### src/rtl/lsu_pkg.sv
// lsu_pkg: shared constants for the load/store unit.
//   - funct3 access-size encodings (byte/half/word, signed and unsigned)
//   - FSM state encoding used by lsu
package lsu_pkg;

  // funct3 access-size / sign encodings
  localparam logic [2:0] F3_B  = 3'b000;
  localparam logic [2:0] F3_H  = 3'b001;
  localparam logic [2:0] F3_W  = 3'b010;
  localparam logic [2:0] F3_BU = 3'b100;
  localparam logic [2:0] F3_HU = 3'b101;

  typedef enum logic [1:0] {
    LSU_IDLE = 2'd0,
    LSU_REQ  = 2'd1,
    LSU_RESP = 2'd2
  } lsu_state_e;

endpackage

### src/rtl/lsu_align.sv
// lsu_align: purely combinational data-path helpers for the LSU.
//   Request side (driven from the incoming op):
//     req_funct3, req_lane, req_is_load, req_is_store, req_store_data
//       -> st_wdata (lane-replicated store data), st_be (byte enables,
//          0000 for loads), req_illegal (misaligned/illegal access)
//   Response side (driven from the captured op):
//     ld_funct3, ld_lane, ld_rdata -> ld_data (extracted, extended result)
module lsu_align
  import lsu_pkg::*;
(
  input  logic [2:0]  req_funct3,
  input  logic [1:0]  req_lane,
  input  logic        req_is_load,
  input  logic        req_is_store,
  input  logic [31:0] req_store_data,
  output logic [31:0] st_wdata,
  output logic [3:0]  st_be,
  output logic        req_illegal,
  input  logic [2:0]  ld_funct3,
  input  logic [1:0]  ld_lane,
  input  logic [31:0] ld_rdata,
  output logic [31:0] ld_data
);

  logic [7:0]  rd_byte [4];
  logic [7:0]  byte_sel;
  logic [15:0] half_sel;

  for (genvar gi = 0; gi < 4; gi++) begin : g_lane
    assign rd_byte[gi] = ld_rdata[8*gi +: 8];
  end

  assign byte_sel = rd_byte[ld_lane];
  // Halfword loads are aligned, so only lane bit 1 selects the half.
  assign half_sel = ld_lane[1] ? ld_rdata[31:16] : ld_rdata[15:0];

  // Store lane replication and byte enables
  always_comb begin
    st_wdata = req_store_data;
    st_be    = 4'b0000;
    if (req_is_store) begin
      case (req_funct3)
        F3_B: begin
          st_wdata = {4{req_store_data[7:0]}};
          st_be    = 4'b0001 << req_lane;
        end
        F3_H: begin
          st_wdata = {2{req_store_data[15:0]}};
          st_be    = 4'b0011 << {req_lane[1], 1'b0};
        end
        F3_W: begin
          st_be    = 4'b1111;
        end
        default: st_be = 4'b0000;
      endcase
    end
  end

  // Legality: conflicting direction, unsupported funct3, or misalignment
  always_comb begin
    req_illegal = 1'b0;
    if (req_is_load && req_is_store) begin
      req_illegal = 1'b1;
    end else if (req_is_load) begin
      case (req_funct3)
        F3_B, F3_BU: req_illegal = 1'b0;
        F3_H, F3_HU: req_illegal = req_lane[0];
        F3_W:        req_illegal = |req_lane;
        default:     req_illegal = 1'b1;
      endcase
    end else if (req_is_store) begin
      case (req_funct3)
        F3_B:    req_illegal = 1'b0;
        F3_H:    req_illegal = req_lane[0];
        F3_W:    req_illegal = |req_lane;
        default: req_illegal = 1'b1;
      endcase
    end
  end

  // Load extraction and sign/zero extension
  always_comb begin
    case (ld_funct3)
      F3_B:    ld_data = {{24{byte_sel[7]}}, byte_sel};
      F3_BU:   ld_data = {24'd0, byte_sel};
      F3_H:    ld_data = {{16{half_sel[15]}}, half_sel};
      F3_HU:   ld_data = {16'd0, half_sel};
      default: ld_data = ld_rdata;
    endcase
  end

endmodule

### src/rtl/lsu.sv
// lsu: multi-cycle load/store unit between execute and a variable-latency
// data memory (request/acknowledge handshake).
//   Core side : valid_in, is_load, is_store, funct3, addr, store_data in;
//               busy (stall), done (1-cycle pulse), load_data, fault out.
//   Memory    : mem_req, mem_we, mem_addr, mem_wdata, mem_be out (all
//               registered); mem_ack, mem_rdata in.
module lsu
  import lsu_pkg::*;
#(
  parameter int ADDR_W = 32
) (
  input  logic              clk,
  input  logic              reset,
  input  logic              valid_in,
  input  logic              is_load,
  input  logic              is_store,
  input  logic [2:0]        funct3,
  input  logic [ADDR_W-1:0] addr,
  input  logic [31:0]       store_data,
  output logic              busy,
  output logic              done,
  output logic [31:0]       load_data,
  output logic              fault,
  output logic              mem_req,
  output logic              mem_we,
  output logic [ADDR_W-1:0] mem_addr,
  output logic [31:0]       mem_wdata,
  output logic [3:0]        mem_be,
  input  logic              mem_ack,
  input  logic [31:0]       mem_rdata
);

  lsu_state_e        state_q, state_d;
  logic              mem_req_q, mem_req_d;
  logic              mem_we_q, mem_we_d;
  logic [ADDR_W-1:0] mem_addr_q, mem_addr_d;
  logic [31:0]       mem_wdata_q, mem_wdata_d;
  logic [3:0]        mem_be_q, mem_be_d;
  logic [31:0]       load_data_q, load_data_d;
  logic              fault_q, fault_d;
  logic              is_load_q, is_load_d;
  logic [2:0]        funct3_q, funct3_d;
  logic [1:0]        lane_q, lane_d;

  logic              accept;
  logic [31:0]       st_wdata;
  logic [3:0]        st_be;
  logic              req_illegal;
  logic [31:0]       ld_data;

  lsu_align u_align (
    .req_funct3     (funct3),
    .req_lane       (addr[1:0]),
    .req_is_load    (is_load),
    .req_is_store   (is_store),
    .req_store_data (store_data),
    .st_wdata       (st_wdata),
    .st_be          (st_be),
    .req_illegal    (req_illegal),
    .ld_funct3      (funct3_q),
    .ld_lane        (lane_q),
    .ld_rdata       (mem_rdata),
    .ld_data        (ld_data)
  );

  assign accept = (state_q == LSU_IDLE) && valid_in && (is_load || is_store);

  always_comb begin
    state_d     = state_q;
    mem_req_d   = mem_req_q;
    mem_we_d    = mem_we_q;
    mem_addr_d  = mem_addr_q;
    mem_wdata_d = mem_wdata_q;
    mem_be_d    = mem_be_q;
    load_data_d = load_data_q;
    fault_d     = fault_q;
    is_load_d   = is_load_q;
    funct3_d    = funct3_q;
    lane_d      = lane_q;

    case (state_q)
      LSU_IDLE: begin
        if (accept) begin
          is_load_d = is_load;
          funct3_d  = funct3;
          lane_d    = addr[1:0];
          if (req_illegal) begin
            // Faulting op completes without ever touching memory.
            fault_d     = 1'b1;
            load_data_d = 32'd0;
            state_d     = LSU_RESP;
          end else begin
            fault_d     = 1'b0;
            mem_req_d   = 1'b1;
            mem_we_d    = is_store;
            mem_addr_d  = {addr[ADDR_W-1:2], 2'b00};
            mem_wdata_d = st_wdata;
            mem_be_d    = st_be;
            state_d     = LSU_REQ;
          end
        end
      end
      LSU_REQ: begin
        if (mem_ack) begin
          mem_req_d = 1'b0;
          if (is_load_q) begin
            load_data_d = ld_data;
          end
          state_d = LSU_RESP;
        end
      end
      LSU_RESP: begin
        state_d = LSU_IDLE;
      end
      default: begin
        state_d   = LSU_IDLE;
        mem_req_d = 1'b0;
      end
    endcase
  end

  always_ff @(posedge clk) begin
    if (reset) begin
      state_q     <= LSU_IDLE;
      mem_req_q   <= 1'b0;
      mem_we_q    <= 1'b0;
      mem_addr_q  <= '0;
      mem_wdata_q <= 32'd0;
      mem_be_q    <= 4'b0000;
      load_data_q <= 32'd0;
      fault_q     <= 1'b0;
      is_load_q   <= 1'b0;
      funct3_q    <= 3'd0;
      lane_q      <= 2'd0;
    end else begin
      state_q     <= state_d;
      mem_req_q   <= mem_req_d;
      mem_we_q    <= mem_we_d;
      mem_addr_q  <= mem_addr_d;
      mem_wdata_q <= mem_wdata_d;
      mem_be_q    <= mem_be_d;
      load_data_q <= load_data_d;
      fault_q     <= fault_d;
      is_load_q   <= is_load_d;
      funct3_q    <= funct3_d;
      lane_q      <= lane_d;
    end
  end

  // busy drops in RESP so the core advances on the done cycle.
  assign busy      = accept || (state_q == LSU_REQ);
  assign done      = (state_q == LSU_RESP);
  assign fault     = done && fault_q;
  assign load_data = load_data_q;
  assign mem_req   = mem_req_q;
  assign mem_we    = mem_we_q;
  assign mem_addr  = mem_addr_q;
  assign mem_wdata = mem_wdata_q;
  assign mem_be    = mem_be_q;

endmodule

### config.mk
export PLATFORM = sky130hd
export DESIGN_NAME = lsu
export DESIGN_NICKNAME = d
export VERILOG_FILES = /design/src/rtl/lsu_pkg.sv /design/src/rtl/lsu_align.sv /design/src/rtl/lsu.sv
export SDC_FILE = /design/constraint.sdc
export NUM_CORES = 1
export LEC_CHECK = 0
export ABC_AREA = 1
export BUFFER_PORTS_ARGS = -buffer_cell sky130_fd_sc_hd__clkbuf_2
export CORE_AREA = 4 4 132 102
export DETAILED_ROUTE_END_ITERATION = 16
export DIE_AREA = 0 0 136 106
export GPL_TIMING_DRIVEN = 0
export PLACE_DENSITY = 0.73
export SETUP_SLACK_MARGIN = 0.2
export SLEW_MARGIN = 20
export SYNTH_ARGS = -nofsm -noshare
export SYNTH_HDL_FRONTEND = slang
export SYNTH_SLANG_ARGS = --single-unit
export TNS_END_PERCENT = 30
### constraint.sdc
create_clock -name clk -period 3.8 [get_ports clk]
set_clock_uncertainty 0.05 [all_clocks]
set_input_delay 0.38 -clock clk [delete_from_list [all_inputs] [get_ports clk]]
set_output_delay 0.38 -clock clk [all_outputs]
set_load 0.03 [all_outputs]
After elaboration in Yosys (flattened, before gate mapping). Cells that the tools add are included.

Output and inout port bits: 105. Logic and storage cells: 77. Bits of input ports: 105. Register bits: 109.

$lt $le $gt $ge: 1. Equality and inequality tests: 14. Muxes and demuxes: 28. Bitwise operators: 3. Shifts and indexed selects: 2. Reduce and logical (&&, ||, !) cells: 18.

Operators with widths (number): 32-bit two-way mux (5); 32-bit one-hot mux with 2 select lines (2); 32-bit one-hot mux with 4 select lines (1); 8-bit binary-select mux with 2-bit select (1); 16-bit two-way mux (1); 8-bit two-way mux (2); 3-bit == test (second input constant) (4); 4-bit one-hot mux with 3 select lines (1); 2-bit != test (second input constant) (5); 1-bit one-hot mux with 3 select lines (3); 1-bit two-way mux (7); 3-bit by 1-bit == test with 1-bit output (second input constant) (2); 3-bit logical NOT (2); 2-bit two-way mux (3); 2-bit OR reduction (3); 5-bit AND reduction (1); 1-bit logical AND (4); 4-bit two-way mux (1); 2-bit one-hot mux with 2 select lines (1); 2-bit AND reduction (2); 4-bit AND reduction (1); 1-bit by 2-bit left shift with 4-bit output (first input constant) (1); 2-bit by 2-bit left shift with 4-bit output (first input constant) (1); 3-bit by 2-bit == test with 1-bit output (second input constant) (1); other kinds (9) (11).

Logic depth before layout (Yosys ltp). Gate-level depths: netlist of the first run.

Word-level depth: 8. Gate-level depth with buffers: 11. Depth with buffers taken out: 10.

By module. Synthesis of the first run repeated with hierarchy kept, for this count alone.

Cell total of the unflattened synthesis: 954. Area total of the unflattened synthesis: 5849.4 µm².

Modules (own cells, without submodules): lsu (seq. area each 2182.1 µm², cells an instance 617, instances 1, area each 4312.9 µm²); lsu_align (seq. area each 0.0 µm², cells an instance 337, instances 1, area each 1536.5 µm²).

Worst setup path before layout of the first run. Ideal clock, no wire load.

Kind: input to output. Start: input port is_load. End: output port busy. Arrival time: 1229 ps. Required time: 3370 ps. Stages on the path: 5. Setup slack: 2141 ps. Buffers on the path: 1. Path through: nor2_1 nor2_1 nand2_1 clkbuf_1 nand2_1.

Word-level cells in the longest chain between the ends: 3.

Ends and longest elaborated chain: from (decl) (RTL line lsu.sv:15) `input logic is_load,`; 1-bit logical OR (RTL line lsu.sv:66) `assign accept = (state_q == LSU_IDLE) && valid_in && (is_load || is_store);`; 1-bit logical AND (RTL line lsu.sv:66); 1-bit logical OR (RTL line lsu.sv:151) `assign busy = accept || (state_q == LSU_REQ);`; to (decl) (RTL line lsu.sv:20) `output logic busy,`.

No other way between the ends.

Final worst setup path of the first run.
Start: register state_q[1]. End: output port busy.

Word-level cells in the longest chain between the ends: 4. Elaborated cells on any way between the ends: 5. Those cells by class: 1 x eq/ne; 4 x reduce/logical.

Ends and longest elaborated chain: from (decl) (RTL line lsu.sv:33) `lsu_state_e state_q, state_d;`; from (signal assigned) (RTL line lsu.sv:136) `state_q <= state_d;`; 2-bit logical NOT (RTL line lsu.sv:66); 1-bit logical AND (2 in a row) (RTL line lsu.sv:66); 1-bit logical OR (*) (RTL line lsu.sv:151).

Mark *: on every way between the ends. The rest lies on a longest branch, timed or not.

==> results.toml, run 1 <==
[status]
outcome = "finished clean"

[yosys]
synthXorXnorAreaFrac_pct = 0
yosys-mux-area-fraction_pct = 0
synth_top_family_by_area = "simple AND/OR/NAND/NOR gates"
ys_seq_elements = 109
yosysWarnings = 0
synth_top_area_share_pct = 40.7
yosys-top-cells-area = "dfxtp_1 (41%), nor2_1 (15%), nand2_1 (13%), o21ai_0 (9.5%), a21oi_1 (4.7%)"
synth_cell_types = 28
synth_compound_area_share_pct = 16.9
syn_inst = 846
syn_avg_cell_area_um2 = 6.34
netlist_area_um2 = 5370
synthSimpleGateAreaFrac_pct = 32.3
synth_seq_area_share_pct = 40.7
synth_area_leader_cell = "dfxtp_1"
synth_fa_ha_area_share_pct = 0

[routing]
num_vias = 6074
routedWlPerCell_um = 13.8
routed_via_density = 4.91
drcViolationCount = 0
drt_iter0_markers = 435
wl_um = 17000
detail-route-antenna-nets = 0
dr.pass1.iters = 6

[placement]
dp_hpwl_um = 13500
place.gp.congestion = 0.924
dp_cells = 1220
pre_cts_slack_ns = 1.80
port_buffers = 207
dpl_cell_area_um2 = 6610

[die]
initial_utilization_pct = 44.2
die_y_um = 106
core_area_um2 = 12100
die_area_um2 = 14400
io_pins = 210
fp.dieW_um = 136
num_rows = 35

[pwr]
pwr-share-comb_pct = 27.6
pwr-share-clk_pct = 32.0
p_sw_mw = 1.11
ir_worst_vdd_mv = 0.244
p_int_mw = 2.11
pwr_density_cell_nw_per_um2 = 464
finalPower_mw = 3.22
p_leak_nw = 3.64
pwr-share-seq_pct = 40.4
power_switching_share_pct = 34.5

[timing]
whs_ns = 0.208
finalHoldViolCount = 0
period_share_pct = 57.4
finalMaxSlewViolations = 0
finalSetupViolations = 0
setup-tns-final_ns = 0
rsz0062_at_grt = "false"
worst_slew_pin_slew_ns = 0.565
worst_slack_ns = 1.62
min_period_ns = 2.18
max_freq_ghz = 0.458
slew_headroom_pct = 62.3

[clocking]
cts_resized = 0
clockBufferDepth = 2
clock-sinks = 109
path_clk_slew_ns = 0.07
cts_hold_buf = 0
clk_latency_ns = 0.34
cts_setup_buffers = 0
cts_htree_levels = 3
cts_tree = "done"
cts_inserted_buffers = 9
clockRootBuffer = "clkbuf_16"

[global_route]
antenna_found_initial = 0
grt_pass1_vias = 5210
globalRoute.totalOverflow = 0
grt_pass1_wl_um = 26700
grt_max_degree = 19
grt.total_usage_pct = 23.0

[setup_path]
path_max_fanout = 10
cp_top_family = "buffers and inverters"
slowest_stage = "clkbuf_1"
crit_required_ns = 3.37
start_kind = "register"
path_cells = "inv_1, nand2_2, clkbuf_1, nand2_1, clkbuf_2"
arrival_ns = 1.75
critical_path_class = "register to output port"
critPathCaptureType = "output port"
worst-path-buf-inv = 3
max_stage_delay_ns = 0.42

[cells_and_area]
nNetsFinal = 1170
drive_gt1_share_pct = 25.0
postLayoutCoreUtil_pct = 57.2
fin_area_um2 = 6940
diodes = 0
synthToLayoutAreaGrowth_pct = 29.3
fin_cells = 1236
final_cell_mix = "nor2_1 (208), clkbuf_2 (207), nand2_1 (186)"
final_common_cell = "nor2_1"
fill_cells = 1260

[min_path]
hold_path.class = "input pin to register"

[flow_run]
cap_violations = 0
-- cells in the mapped netlist --
library cell and instances:
a211oi_1 1, a21oi_1 50, a21oi_2 1, and3_1 1
buf_1 4, buf_2 24, buf_4 3, buf_6 5
clkbuf_1 16, clkinv_1 2, conb_1 1, dfxtp_1 109
inv_1 65, inv_2 4, nand2_1 186, nand2_2 3
nand2_4 2, nand3_1 32, nand3_2 1, nand4_1 3
nor2_1 208, nor2_2 2, nor3_1 1, o211ai_1 4
o21ai_0 102, o21ai_1 14, o31ai_1 1, o31ai_4 1
-- cells by family (layout without fill, tap and decap cells) --
| group | after synthesis | count (layout) |
|---|---|---|
| compound gates | 174 | 174 |
| buf+inv | 123 | 346 |
| simple gates | 439 | 439 |
| other cells | 1 | 2 |
| flops | 109 | 109 |
-- sequential cells by signal, indices dropped and copies added, names as in the netlist --
name / count
load_data: 32
mem_req: 1
mem_be: 4
mem_we: 1
state_q: 2
is_load_q: 1
fault_q: 1
mem_wdata: 32
funct3_q: 3
mem_addr: 30
lane_q: 2
-- metal layers --
layer  GRT usage (%)  up-vias  share of wire, %
met1            34.3     2706                48
met2            32.8      235                41
li1                -     3108                 -
met3            5.96       25               9.3
met5               0        -                 0
met4            5.68        0               1.7
-- power groups by stage --
stage          Clock, mW  Combinational [mW]  Sequential [mW]
2_1_floorplan          0               0.419             1.51
3_3_place_gp           0               0.876             1.32
3_5_place_dp           0               0.883             1.33
4_1_cts             1.04               0.886             1.30
5_1_grt             1.09               0.984             1.31
6_report            1.03               0.888             1.30
-- final cells by class --
type / count / area (µm²) / area share (%)
Multi-Input combinational cell: 615 / 2650 / 38.2
Sequential cell: 109 / 2180 / 31.5
Timing Repair Buffer: 207 / 1040 / 14.9
Buffer: 52 / 274 / 3.95
Inverter: 71 / 267 / 3.84
Clock buffer: 10 / 229 / 3.30
Tap cell: 166 / 208 / 2.99
Clock inverter: 6 / 93.8 / 1.35
-- worst paths after layout --
check | startpoint | endpoint | slack (ns) | depth (start not counted)
max | state_q[1] | busy | 1.62 | 5
min | addr[26] | mem_addr[26] | 0.21 | 3
max reg2reg | lane_q[1] | load_data[3] | 1.97 | 7
min reg2reg | mem_we | mem_we | 0.41 | 2
-- worst reg2reg max path: cells and delay by family (launching register included) --
family,cells,cell delay [ns]
AOI/OAI and AO/OA,2,0.56
buffers and inverters,2,0.55
DFF,1,0.34
and+or+nand+nor,3,0.23
Power figures use the tool's default switching activity.
==> inputs of run 2 (changes only) <==
--- a/config.mk
+++ b/config.mk
@@ -7,11 +7,11 @@
 export LEC_CHECK = 0
 export ABC_AREA = 1
 export BUFFER_PORTS_ARGS = -buffer_cell sky130_fd_sc_hd__clkbuf_2
-export CORE_AREA = 4 4 132 102
+export CORE_AREA = 4 4 133 103
 export DETAILED_ROUTE_END_ITERATION = 16
-export DIE_AREA = 0 0 136 106
+export DIE_AREA = 0 0 137 107
 export GPL_TIMING_DRIVEN = 0
-export PLACE_DENSITY = 0.73
+export PLACE_DENSITY = 0.75
 export SETUP_SLACK_MARGIN = 0.2
 export SLEW_MARGIN = 20
 export SYNTH_ARGS = -nofsm -noshare
==> constraint.sdc (replaced) <==
create_clock -name clk -period 2 [get_ports clk]
set_clock_uncertainty 0.05 [all_clocks]
set_input_delay 0.2 -clock clk [delete_from_list [all_inputs] [get_ports clk]]
set_output_delay 0.2 -clock clk [all_outputs]
set_load 0.03 [all_outputs]
==> run 2 against run 1 <==
  * Power up 86%
  * Sequential power is 90% higher
  * Worst hold slack lost 0.18 ns
  * Die area grew 1.7%
  * Critical path type unchanged
  * Largest cell class unchanged
==> results.toml, run 2 (same netlist as run 1, synthesis figures left out) <==
[status]
outcome = "finished clean"

[pwr]
pwr_density_cell_nw_per_um2 = 863
ir_worst_vdd_mv = 0.501
p_leak_nw = 3.64
finalPower_mw = 5.99

[setup_path]
max_stage_delay_ns = 0.39
crit_required_ns = 1.75
critical_path_class = "register to output port"
critPathCaptureType = "output port"
path_max_fanout = 10
start_kind = "register"
slowest_stage = "dfxtp_1"
cp_top_family = "buffers and inverters"
arrival_ns = 1.45
path_cells = "inv_1, nand2_4, buf_4, nand2_1, buf_2"
worst-path-buf-inv = 3

[routing]
drcViolationCount = 0
routed_via_density = 4.89
dr.pass1.iters = 5
num_vias = 6045
wl_um = 17200
detail-route-antenna-nets = 0
routedWlPerCell_um = 13.9
drt_iter0_markers = 545

[clocking]
clockRootBuffer = "clkbuf_16"
cts_htree_levels = 3
cts_inserted_buffers = 9
cts_hold_buf = 0
cts_setup_buffers = 0
cts_tree = "done"
clk_latency_ns = 0.35
path_clk_slew_ns = 0.07
clock-sinks = 109
clockBufferDepth = 2
cts_resized = 5

[global_route]
grt_max_degree = 19
grt.total_usage_pct = 23.1
grt_pass1_wl_um = 27100
grt_pass1_vias = 5421
antenna_found_initial = 0
globalRoute.totalOverflow = 0

[timing]
max_freq_ghz = 0.587
min_period_ns = 1.70
setup-tns-final_ns = 0
worst_slew_pin_slew_ns = 0.559
finalSetupViolations = 0
period_share_pct = 85.1
finalMaxSlewViolations = 0
worst_slack_ns = 0.298
rsz0062_at_grt = "true"
slew_headroom_pct = 62.7
finalHoldViolCount = 0

[placement]
pre_cts_slack_ns = 0.258
dp_hpwl_um = 13700
place.gp.congestion = 0.938
port_buffers = 207

[die]
core_area_um2 = 12300
io_pins = 210
initial_utilization_pct = 43.8
die_y_um = 107
num_rows = 35
die_area_um2 = 14700
fp.dieW_um = 137

[cells_and_area]
final_cell_mix = "nor2_1 (208), clkbuf_2 (207), nand2_1 (185)"
drive_gt1_share_pct = 25.6
final_common_cell = "nor2_1"
fill_cells = 1278
nNetsFinal = 1170
synthToLayoutAreaGrowth_pct = 29.4
diodes = 0

[flow_run]
cap_violations = 0

[min_path]
hold_path.class = "input pin to register"
==> run 2: final cells by class <==
class	instances	area [µm²]	share of cell area, %
Sequential cell	109	2180	31.4
Timing Repair Buffer	207	1040	14.9
Clock buffer	9	225	3.24
Inverter	71	267	3.84
Clock inverter	6	71.3	1.03
Buffer	52	283	4.07
Tap cell	166	208	2.99
Multi-Input combinational cell	615	2670	38.5
==> run 2: layer usage <==
| metal | vias up | routed length (µm) | track usage, % |
|---|---|---|---|
| li1 | 3107 | - | - |
| met1 | 2674 | 8010 | 34.4 |
| met2 | 246 | 7380 | 33.7 |
| met3 | 18 | 1500 | 4.88 |
| met4 | 0 | 269 | 5.70 |
| met5 | - | 0 | 0 |
==> run 2: final timing paths <==
kind,from,endpoint,slack (ns),cells past startpoint
setup / recovery,state_q[1],busy,0.30,5
hold reg to reg,mem_we,mem_we,0.42,2
hold / removal,reset,state_q[0],0.03,2
setup reg to reg,state_q[1],load_data[14],0.30,7
==> run 2: where the power goes <==
part / internal, mW / switching (mW)
registers: 2.37 / 0.106
logic: 0.533 / 1.17
clock network: 0.979 / 0.841
==> run 2: through the flow <==
step	cells	util [%]	hold slack, ns	instance area (µm²)
floorplan	847	-	0.219	5370
global placement	1220	53.9	0.386	6610
detailed placement	1220	53.9	0.390	6610
CTS	1235	56.4	0.0207	6920
global route	1235	56.6	0.0289	6940
finish	1235	56.6	0.0272	6940
